## src/rtl/sram_mem_stage.sv

```systemverilog
// Memory-stage SRAM access controller.
// Splits each 32-bit LDR/STR into two half-word phases on a 16-bit SRAM and
// freezes the pipeline until the access is complete.
module sram_mem_stage #(
    parameter int unsigned DATA_BASE     = 1024,
    parameter int unsigned ACCESS_CYCLES = 1
) (
    input  logic        clk,
    input  logic        rst,
    input  logic        memRead,
    input  logic        memWrite,
    input  logic [31:0] address,
    input  logic [31:0] storeData,
    output logic [31:0] readData,
    output logic        ready,
    output logic        freeze,
    output logic [17:0] sramAddr,
    output logic [15:0] sramDataOut,
    output logic        sramDataOe,
    output logic        sramWeN,
    input  logic [15:0] sramDataIn
);

    localparam int unsigned CntW = (ACCESS_CYCLES > 1) ? $clog2(ACCESS_CYCLES) : 1;
    localparam logic [CntW-1:0] CntLast = CntW'(ACCESS_CYCLES - 1);

    typedef enum logic [1:0] {
        StIdle,
        StLow,
        StHigh,
        StDone
    } state_e;

    state_e         state;
    logic [CntW-1:0] phase_cnt;
    logic [16:0]    index;
    logic           is_write;
    logic [31:0]    write_data;

    logic           request;
    logic           phase_last;
    logic [31:0]    word_offset;
    logic [16:0]    req_index;
    logic           unused_offset_bits;

    // Request decode and address-to-index mapping (wraps at 17 bits).
    always_comb begin
        request     = memRead | memWrite;
        phase_last  = (phase_cnt == CntLast);
        word_offset = (address - 32'(DATA_BASE)) >> 2;
        req_index   = word_offset[16:0];
    end

    assign unused_offset_bits = ^word_offset[31:17];

    // Access sequencer: latches the request, drives the SRAM bus per phase and
    // captures the two read halves on the last cycle of each phase.
    always_ff @(posedge clk) begin
        if (rst) begin
            state       <= StIdle;
            phase_cnt   <= '0;
            index       <= '0;
            is_write    <= 1'b0;
            write_data  <= '0;
            readData    <= '0;
            sramAddr    <= '0;
            sramDataOut <= '0;
            sramDataOe  <= 1'b0;
            sramWeN     <= 1'b1;
        end else begin
            unique case (state)
                StIdle: begin
                    if (request) begin
                        // A simultaneous read and write request is serviced as a write.
                        state      <= StLow;
                        phase_cnt  <= '0;
                        index      <= req_index;
                        is_write   <= memWrite;
                        write_data <= storeData;
                        sramAddr   <= {req_index, 1'b0};
                        sramDataOe <= memWrite;
                        sramWeN    <= ~memWrite;
                        if (memWrite) begin
                            sramDataOut <= storeData[15:0];
                        end
                    end
                end
                StLow: begin
                    if (phase_last) begin
                        state     <= StHigh;
                        phase_cnt <= '0;
                        sramAddr  <= {index, 1'b1};
                        if (is_write) begin
                            sramDataOut <= write_data[31:16];
                        end else begin
                            readData[15:0] <= sramDataIn;
                        end
                    end else begin
                        phase_cnt <= phase_cnt + 1'b1;
                    end
                end
                StHigh: begin
                    if (phase_last) begin
                        state      <= StDone;
                        phase_cnt  <= '0;
                        sramDataOe <= 1'b0;
                        sramWeN    <= 1'b1;
                        if (!is_write) begin
                            readData[31:16] <= sramDataIn;
                        end
                    end else begin
                        phase_cnt <= phase_cnt + 1'b1;
                    end
                end
                StDone: begin
                    // The request still on the inputs here is the one just served.
                    state <= StIdle;
                end
                default: begin
                    state <= StIdle;
                end
            endcase
        end
    end

    // Handshake: idle passes through when nothing is asked for; done releases the stall.
    always_comb begin
        ready = 1'b0;
        unique case (state)
            StIdle:  ready = ~request;
            StLow:   ready = 1'b0;
            StHigh:  ready = 1'b0;
            StDone:  ready = 1'b1;
            default: ready = 1'b0;
        endcase
        freeze = ~ready;
    end

endmodule

```

## config.mk

```make
export PLATFORM = sky130hd
export DESIGN_NAME = sram_mem_stage
export DESIGN_NICKNAME = d
export VERILOG_FILES = /design/src/rtl/sram_mem_stage.sv
export SDC_FILE = /design/constraint.sdc
export NUM_CORES = 1
export LEC_CHECK = 0
export BUFFER_PORTS_ARGS = -buffer_cell sky130_fd_sc_hd__buf_2
export CAP_MARGIN = 25
export CORE_MARGIN = 3
export CORE_UTILIZATION = 30
export DETAILED_ROUTE_END_ITERATION = 8
export PLACE_DENSITY_LB_ADDON = 0.25
export SYNTH_ARGS = -nofsm -noshare
export SYNTH_HDL_FRONTEND = slang
export SYNTH_SLANG_ARGS = --single-unit
```

## constraint.sdc

```tcl
create_clock -name clk -period 4.1 [get_ports clk]
set_clock_uncertainty 0.1 [all_clocks]
set_input_delay 0.615 -clock clk [delete_from_list [all_inputs] [get_ports clk]]
set_output_delay 0.615 -clock clk [all_outputs]
set_load 0.02 [all_outputs]
```

# --- Yosys cells after proc, flatten, opt, wreduce, memory -nomap -nowiden ---
# Cells that the tools add are included.
op_classes:
  add_sub_neg: 2
  eq_ne: 8
  n_mux: 22
  bitwise: 6
  reduce_logical: 13
op_table:
  columns: ["op", "count"]
  rows:
  - ["16-bit two-way mux", 4]
  - ["18-bit two-way mux", 2]
  - ["18-bit case mux with 2 select lines", 1]
  - ["16-bit case mux with 2 select lines", 1]
  - ["19-bit by 11-bit subtractor with 19-bit output, second input constant", 1]
  - ["3-bit AND reduction", 5]
  - ["2-bit inequality test, second input constant", 5]
  - ["2-bit case mux with 4 select lines", 1]
  - ["1-bit two-way mux", 6]
  - ["2-bit two-way mux", 3]
  - ["1-bit case mux with 2 select lines", 3]
  - ["2-bit nonzero test", 3]
  - ["1-bit inverter", 5]
  - ["5-bit AND reduction", 1]
  - ["2-bit == test, second input constant", 2]
  - ["2-bit AND reduction", 2]
  - ["1-bit case mux with 3 select lines", 1]
  - ["2-bit by 1-bit == test with 1-bit output, second input constant", 1]
  - ["2-bit zero test", 1]
  - ["2-bit OR reduction", 1]
  - ["1-bit adder, second input constant", 1]
  - ["1-bit bitwise OR", 1]
word_totals:
  regBits: 121
  output_inout_bits: 70

# --- Logic depth before layout (Yosys ltp) ---
# Gate-level depths: netlist of run 1.
depth:
  ltp_word: 4
  mapped_depth: 8

# --- Least setup slack after synthesis of run 1 ---
# Ideal clock, no wire load.
synth_path:
  path_kind: "register to output"
  start: "reg state[0]"
  end: "out freeze"
  arrival_time_ns: 1.373
  required_ns: 3.385
  path_slack_ns: 2.012
  stages_incl_launch_ff: 7
  path_cell_list: "dfxtp_1 inv_1 ha_1 buf_6 nor3b_4 a21o_1 inv_1"
synth_between:
  elab_chain_len: 4
  word_cells_on_any_way: 7
synth_rtl:
  columns: ["item", "line_no", "rtl"]
  rows:
  - ["start: declaration", "34", "state_e state;"]
  - ["start signal: assignment", "60", "state <= StIdle;"]
  - ["start signal: assignment", "75", "state <= StLow;"]
  - ["start signal: assignment", "90", "state <= StHigh;"]
  - ["2-bit == test / 2-bit by 1-bit == test with 1-bit output (equally long branches)", "129", "unique case (state)"]
  - ["2-bit OR reduction (no line)", null, null]
  - ["1-bit case mux with 3 select lines (*)", "129", null]
  - ["via ready", "15", "output logic ready,"]
  - ["1-bit inverter (*)", "136", "freeze = ~ready;"]
  - ["end: declaration", "16", "output logic freeze,"]
# The timed path passes the listed nets; every way through them passes the cells marked *.

# --- Final worst setup path of run 1 ---
layout_path:
  start: "reg state[1]"
  end: "out freeze"
layout_between:
  elab_chain_len: 4
  word_cells_on_any_way: 7
layout_rtl:
  columns: ["item", "line_no"]
  rows:
  - ["2-bit == test / 2-bit by 1-bit == test with 1-bit output (equally long branches)", "129"]
  - ["2-bit OR reduction (no line)", null]
  - ["1-bit case mux with 3 select lines (*)", "129"]
  - ["1-bit inverter (*)", "136"]
# Mark *: on every way between the ends. The rest lies on a longest branch, timed or not.

==> metrics.md, run 1 <==
| Metric | Value |
|---|---|
| Run status | finished clean |
| RD Place Congestion | 0.756 |
| Number of post-CTS setup repair buffers | 0 |
| Synth Flop Type | dfxtp_1 |
| Die Span Y | 126 um |
| Crit start category | register |
| Post-Syn Area | 4330 sq um |
| Worst slew pin tran | 0.705 ns |
| Setup crit end kind | output port |
| Vias in the first global route | 3644 |
| Inserted Clock Buffers | 9 |
| Final Critical Period | 2.74 ns |
| R2r setup slk | 1.94 ns |
| Vias per inst | 4.70 |
| Via Count | 3782 |
| Critical Path Sink | freeze |
| P&R area growth vs syn | 25.4% |
| CTS resizes | 0 |
| Setup TNS | 0 ns |
| Worst endpoint data arrival time | 2.03 ns |
| Initial antenna violation count | 0 |
| CTS max path bufs | 2 |
| Hold-fix buffers at CTS | 0 |
| Die area | 15900 sq um |
| Cells after synthesis | 499 |
| DRC violations left | 0 |
| Reg-to-Reg End | sramDataOut[13] |
| RR Startpoint | state[1] |
| Max Used Layer | met4 |
| WL met1 | 5120 um |
| Final period util | 67.0% |
| Initial Util | 30.9% |
| Drt pass-1 iters | 4 |
| Metal2 WL | 5220 um |
| CTS tree | built |
| Core Area | 14000 sq um |
| MaxCap Viol Count | 0 |
| Global-route wire length before repair | 18100 um |
| Worst setup path start | state[1] |
| N_diodes | 0 |
| Pre-CTS WS | 1.75 ns |
| Power per cell area | 741 nW/um^2 |
| Post-synth EDFFs | 0 |
| Most common cell after layout, fill and taps aside | buf_2 |
| Final Hold Fails | 0 |
| Largest net degree at the start of global routing | 54 |
| Ratio of cells with drive above 1 in the final layout | 31.0% |
| Sequential fraction of the synthesis area | 48.1% |
| CTS root buf | clkbuf_16 |
| Fin nets | 710 |
| Setup violators final | 0 |
| Worst Hold Slack | 0.351 ns |
| Most frequent cells in the layout | buf_2 (137), nand2_1 (133), dfxtp_1 (104) |
| H-tree depth | 3 |
| Yosys Warn Count | 0 |
| Io pins | 154 |
| Total gr overflow | 0 |
| Cell Rows | 43 |
| DP HPWL | 7690 um |
| Port bufs | 138 |
| Critical Path RT | 3.38 ns |
| Worst-skew pair later-pin latency | 0.34 ns |
| Peak supply drop | 0.292 mV |
| RSZ-0062 raised after global routing | no |
| Sink Count | 104 |
| Final setup margin | 1.36 ns |
| All-Layer GR Usage | 14.0% |
| Antenna viol nets, final | 0 |
| Wirelength per Cell | 13.9 um |
| Post-synth cell types | 42 |
| Detail Route met3 WL | 722 um |
| Leak | 2.32 nW |
| Crit Path Category | reg -> out |
| FF+latch count, synth | 104 |
| Mapped Nets | 589 |
| Max frequency | 364 MHz |
| Die X | 126 um |
| Clock-pin slew of the registers on the worst-case setup and hold paths | 0.06 ns |
| Wirelength, routed | 11200 um |
| Syn Area/Cell | 8.67 sq um |
| Final core occ | 38.8% |
| Initial DRC count | 183 |
| HP Class | reg -> reg |
| Worst-path maximum fanout | 10 |
| Final Max Tran Viols | 0 |
| Async set or reset register ratio after synthesis | 0% |
| Slew margin rel. | 52.9% |
| Reg2Reg Depth | 7 |
==> power breakdown <==
part / internal [mW] / switching (mW) / total, mW
registers: 1.31 / 0.158 / 1.47
clock network: 0.461 / 0.358 / 0.820
logic: 0.611 / 1.12 / 1.73
total: 2.38 / 1.64 / 4.02
==> worst min path at each step <==
| stage | startpoint | end | slack (ns) | depth (start not counted) |
|---|---|---|---|---|
| after floorplan | index[0] | index[0] | 0.34 | 2 |
| final | readData[30] | readData[30] | 0.35 | 2 |
| after detailed placement | readData[18] | readData[18] | 0.34 | 2 |
| after CTS | readData[7] | readData[7] | 0.35 | 2 |
| after global routing | readData[9] | readData[9] | 0.36 | 2 |
| after global placement | readData[9] | readData[9] | 0.34 | 2 |
==> cells by family (layout without fill, tap and decap cells) <==
kind of cell             Yosys count  after routing  share of synthesized area, %
buffers and inverters             43            169                          4.77
XOR/XNOR                           7              7                          1.42
AND/OR/NAND/NOR                  197            197                          20.0
adder cells (fa/ha/maj)            6              6                          1.73
flip-flops                       104            104                          48.1
AO/OA/AOI/OAI                    117            117                          18.2
multiplexers                      25             25                          5.78
==> sequential cells by signal, indices dropped and copies added (netlist names) <==
name	flops
readData	32
sramAddr	18
index	17
sramDataOut	16
write_data	16
state	2
is_write	1
sramDataOe	1
sramWeN	1
==> per-layer routing <==
metal	vias to the layer above	track usage [%]
met5	-	0
met4	0	4.86
met3	12	4.83
met2	99	23.2
met1	1743	17.0
li1	1928	-
==> through the flow <==
stage	power, mW	instances	cell area, sq um
3_5_place_dp	3.26	789	5140
6_report	4.02	805	5430
3_3_place_gp	3.19	787	5110
5_1_grt	4.32	805	5430
4_1_cts	4.11	805	5430
2_1_floorplan	2.77	499	4330
==> cells in the mapped netlist (2+ instances only) <==
master,instances,area [sq um]
a211oi_1,20,150
a211oi_2,15,188
a21oi_1,66,330
buf_1,3,11.3
buf_2,12,60.1
buf_4,2,15.0
buf_6,3,33.8
clkbuf_1,15,56.3
dfxtp_1,104,2080
ha_1,6,75.1
inv_1,7,26.3
mux2i_1,25,250
nand2_1,133,499
nand2b_1,3,18.8
nand3_1,2,10.0
nor2_1,31,116
nor2_2,11,68.8
nor2b_1,3,18.8
nor3_1,3,15.0
o21ai_0,6,30.0
o21ai_2,2,17.5
o221ai_1,2,17.5
xnor2_1,4,35.0
xor2_1,3,26.3
==> critical path: stages (launching register included) <==
cell and delay [ns]:
dfxtp_1 0.35, inv_1 0.11, ha_1 0.38, nor3b_4 0.45, a21o_1 0.20, inv_1 0.05
buf_2 0.15
==> area by class of cell <==
cell class | count | area [sq um]
Clock buffer | 14 | 274
Clock inverter | 2 | 12.5
Fill cell | 1478 | 8560
Inverter | 8 | 30.0
Multi-Input combinational cell | 352 | 2050
Sequential cell | 104 | 2080
Tap cell | 180 | 225
Timing Repair Buffer | 145 | 758
No activity file was read; power rests on OpenSTA's default activity.
==> run 2, diff against run 1 <==
Clock period 4.1 ns to 2.45 ns, I/O delays scaled along.
==> run 2 against run 1 <==
  * Setup slack got worse by 1.2 ns
  * Non-clock buffer count increased by 2
  * Sequential share of layout area decreased by 0.65 points
  * Final area increased by 1.7%
  * Critical path depth unchanged
  * Clock power increased by 99%
  * Hold slack got worse by 0.19 ns
  * Register-to-register slack got worse by 1.6 ns
  * Cell count increased by 0.25%
  * Via count decreased by 0.45%
  * Utilization increased by 0.67 points
  * Sequential cell count unchanged
  * Largest power group unchanged
  * Highest routed layer unchanged
==> metrics.md, run 2 (synthesized netlist as in run 1, its figures left out) <==
| Metric | Value |
|---|---|
| Sw frac | 39.5% (-1.2 points) |
| Setup TNS | 0 ns (unchanged) |
| Cell Rows | 43 (unchanged) |
| Reg2Reg Depth | 8 (+1) |
| RD Place Congestion | 0.758 (+0.28%) |
| WHS Path Cells | 3 (+1) |
| Setup violators final | 0 (unchanged) |
| Io pins | 154 (unchanged) |
| P&R area growth vs syn | 27.6% |
| Via Count | 3765 (-0.45%) |
| Multi-input gate area | 2050 sq um (unchanged) |
| N_diodes | 0 (unchanged) |
| Pre-CTS WS | 0.331 ns (-1.42 ns) |
| Worst slew pin tran | 0.838 ns (+0.133 ns) |
| Placed insts | 790 (+0.13%) |
| Comb pwr share | 42.1% (-1.0 points) |
| RSZ-0062 raised after global routing | no |
| Run status | finished clean |
| Crit Path Category | reg -> out |
| Slowest cell on the critical path | ha_1 |
| Ratio of cells with drive above 1 in the final layout | 31.4% (+0.38 points) |
| Final Power | 7.05 mW (+75%) |
| Leak | 2.36 nW (+1.9%) |
| Power per cell area | 1280 nW/um^2 (+72%) |
| Largest net degree at the start of global routing | 100 (+85%) |
| Vias per inst | 4.67 (-0.70%) |
| Fin nets | 712 (+0.28%) |
| Crit start category | register |
| CTS tree | built |
| Final Hold Fails | 0 (unchanged) |
| Clk pwr share | 23.1% (+2.7 points) |
| Critical Path RT | 1.98 ns (-1.40 ns) |
| Initial Util | 30.9% (unchanged) |
| Cell Chain, Critical Path | inv_1 > ha_1 > nor3b_4 > a21o_1 > inv_1 > buf_2 |
| Sequential power share | 34.8% (-1.7 points) |
| Slowest cell delay on critical path | 0.38 ns (-0.07 ns) |
| Most frequent CP cell | inv_1 |
| DP HPWL | 7780 um (+1.2%) |
| Reg area | 2080 sq um (unchanged) |
| Non-filler instance count after layout | 807 (+0.25%) |
| Vias in the first global route | 3631 (-0.36%) |
| Inserted Clock Buffers | 9 (unchanged) |
| Antenna viol nets, final | 0 (unchanged) |
| Fillers | 1456 (-1.5%) |
| Drt pass-1 iters | 4 (unchanged) |
| Worst-path maximum fanout | 10 (unchanged) |
| HP Class | in -> reg |
| CTS root buf | clkbuf_16 |
| Worst endpoint data arrival time | 1.81 ns (-0.22 ns) |
| Number of flip-flops in the largest register | 32 (unchanged) |
| MaxCap Viol Count | 0 (unchanged) |
| Final Max Tran Viols | 0 (unchanged) |
| Hold_sp | storeData[30] |
| Final setup margin | 0.171 ns (-1.18 ns) |
| Global-route wire length before repair | 18100 um (about the same) |
| Final period util | 93.0% |
| Worst-skew pair later-pin latency | 0.34 ns (about the same) |
| Sink Count | 104 (unchanged) |
| Die Span Y | 126 um (unchanged) |
| Max frequency | 439 MHz |
| Switching power | 2.79 mW (+70%) |
| Final Critical Period | 2.28 ns |
| DRC violations left | 0 (unchanged) |
| Worst setup path start | state[0] |
| Slew margin rel. | 44.1% (-8.8 points) |
| Wirelength per Cell | 13.9 um (about the same) |
| Setup crit end kind | output port |
| Total gr overflow | 0 (unchanged) |
| Core Area | 14000 sq um (unchanged) |
| Most common cell after layout, fill and taps aside | buf_2 |
| Biggest register | readData |
| Clock-pin slew of the registers on the worst-case setup and hold paths | 0.07 ns (about the same) |
| H-tree depth | 3 (unchanged) |
| Die X | 126 um (unchanged) |
| Most frequent cells in the layout | buf_2 (137), nand2_1 (133), dfxtp_1 (104) |
| Top flop regs | readData (32), sramAddr (18), index (17) |
| Peak supply drop | 0.501 mV (+71%) |
| CTS max path bufs | 2 (unchanged) |
| Die area | 15900 sq um (unchanged) |
| Initial DRC count | 135 (-26%) |
| Port bufs | 138 (unchanged) |
| Wirelength, routed | 11200 um (+0.20%) |
| Initial antenna violation count | 0 (unchanged) |
| All-Layer GR Usage | 14.1% (+0.051 points) |
| RR Startpoint | state[0] |
| Pint | 4.26 mW (+79%) |
[run 2: metal layers]
metal | up-vias | share of wire, % | GRT usage [%] | routed length [um]
met3 | 16 | 5.5 | 3.39 | 622
met1 | 1739 | 46 | 18.1 | 5180
li1 | 1921 | - | - | -
met2 | 89 | 46 | 22.5 | 5200
met5 | - | 0 | 0 | 0
met4 | 0 | 2.2 | 6.12 | 245
[run 2: path summary, 6_finish.rpt]
path,endpoint,slack (ns)
worst max-delay path,freeze,0.17
worst min-delay path,write_data[30],0.16
worst max register to register,sramAddr[7],0.37
worst min register to register,sramAddr[9],0.35
[run 2: final cells by class]
| cell class | instances | share of cell area [%] |
|---|---|---|
| Multi-Input combinational cell | 352 | 37.1 |
| Inverter | 8 | 0.544 |
| Timing Repair Buffer | 147 | 14.5 |
| Clock inverter | 6 | 1.95 |
| Tap cell | 180 | 4.08 |
| Clock buffer | 10 | 4.15 |
| Sequential cell | 104 | 37.7 |
[run 2: what timing repair did]
action                                  CTS  global route
endpoints found under the setup margin    2             0
hold buffers                              0             0
gates resized for setup                   0             0
buffers inserted                          1             0
endpoints found under the hold margin     0             0
[run 2: power by group through the flow]
stage | Clock, mW | Combinational [mW] | Sequential, mW
floorplan | 0 | 1.73 | 2.90
global placement | 0 | 2.95 | 2.47
detailed placement | 0 | 3.01 | 2.50
CTS | 1.69 | 3.02 | 2.46
global route | 1.76 | 3.26 | 2.52
finish | 1.63 | 2.96 | 2.46
[run 2: stage by stage]
step	util, %	instance area, sq um	hold WS, ns
floorplan	-	4330	0.336
global placement	36.9	5170	0.340
detailed placement	37.0	5180	0.342
CTS	39.5	5520	0.141
global route	39.5	5520	0.145
finish	39.5	5520	0.160
[run 2: critical path: cells and delay by family, from the launching register on]
kind,cells,cell delay (ns)
adders and majority gates,1,0.38
DFF,1,0.34
buffers and inverters,3,0.33
and+or+nand+nor,1,0.26
AOI/OAI and AO/OA,1,0.17
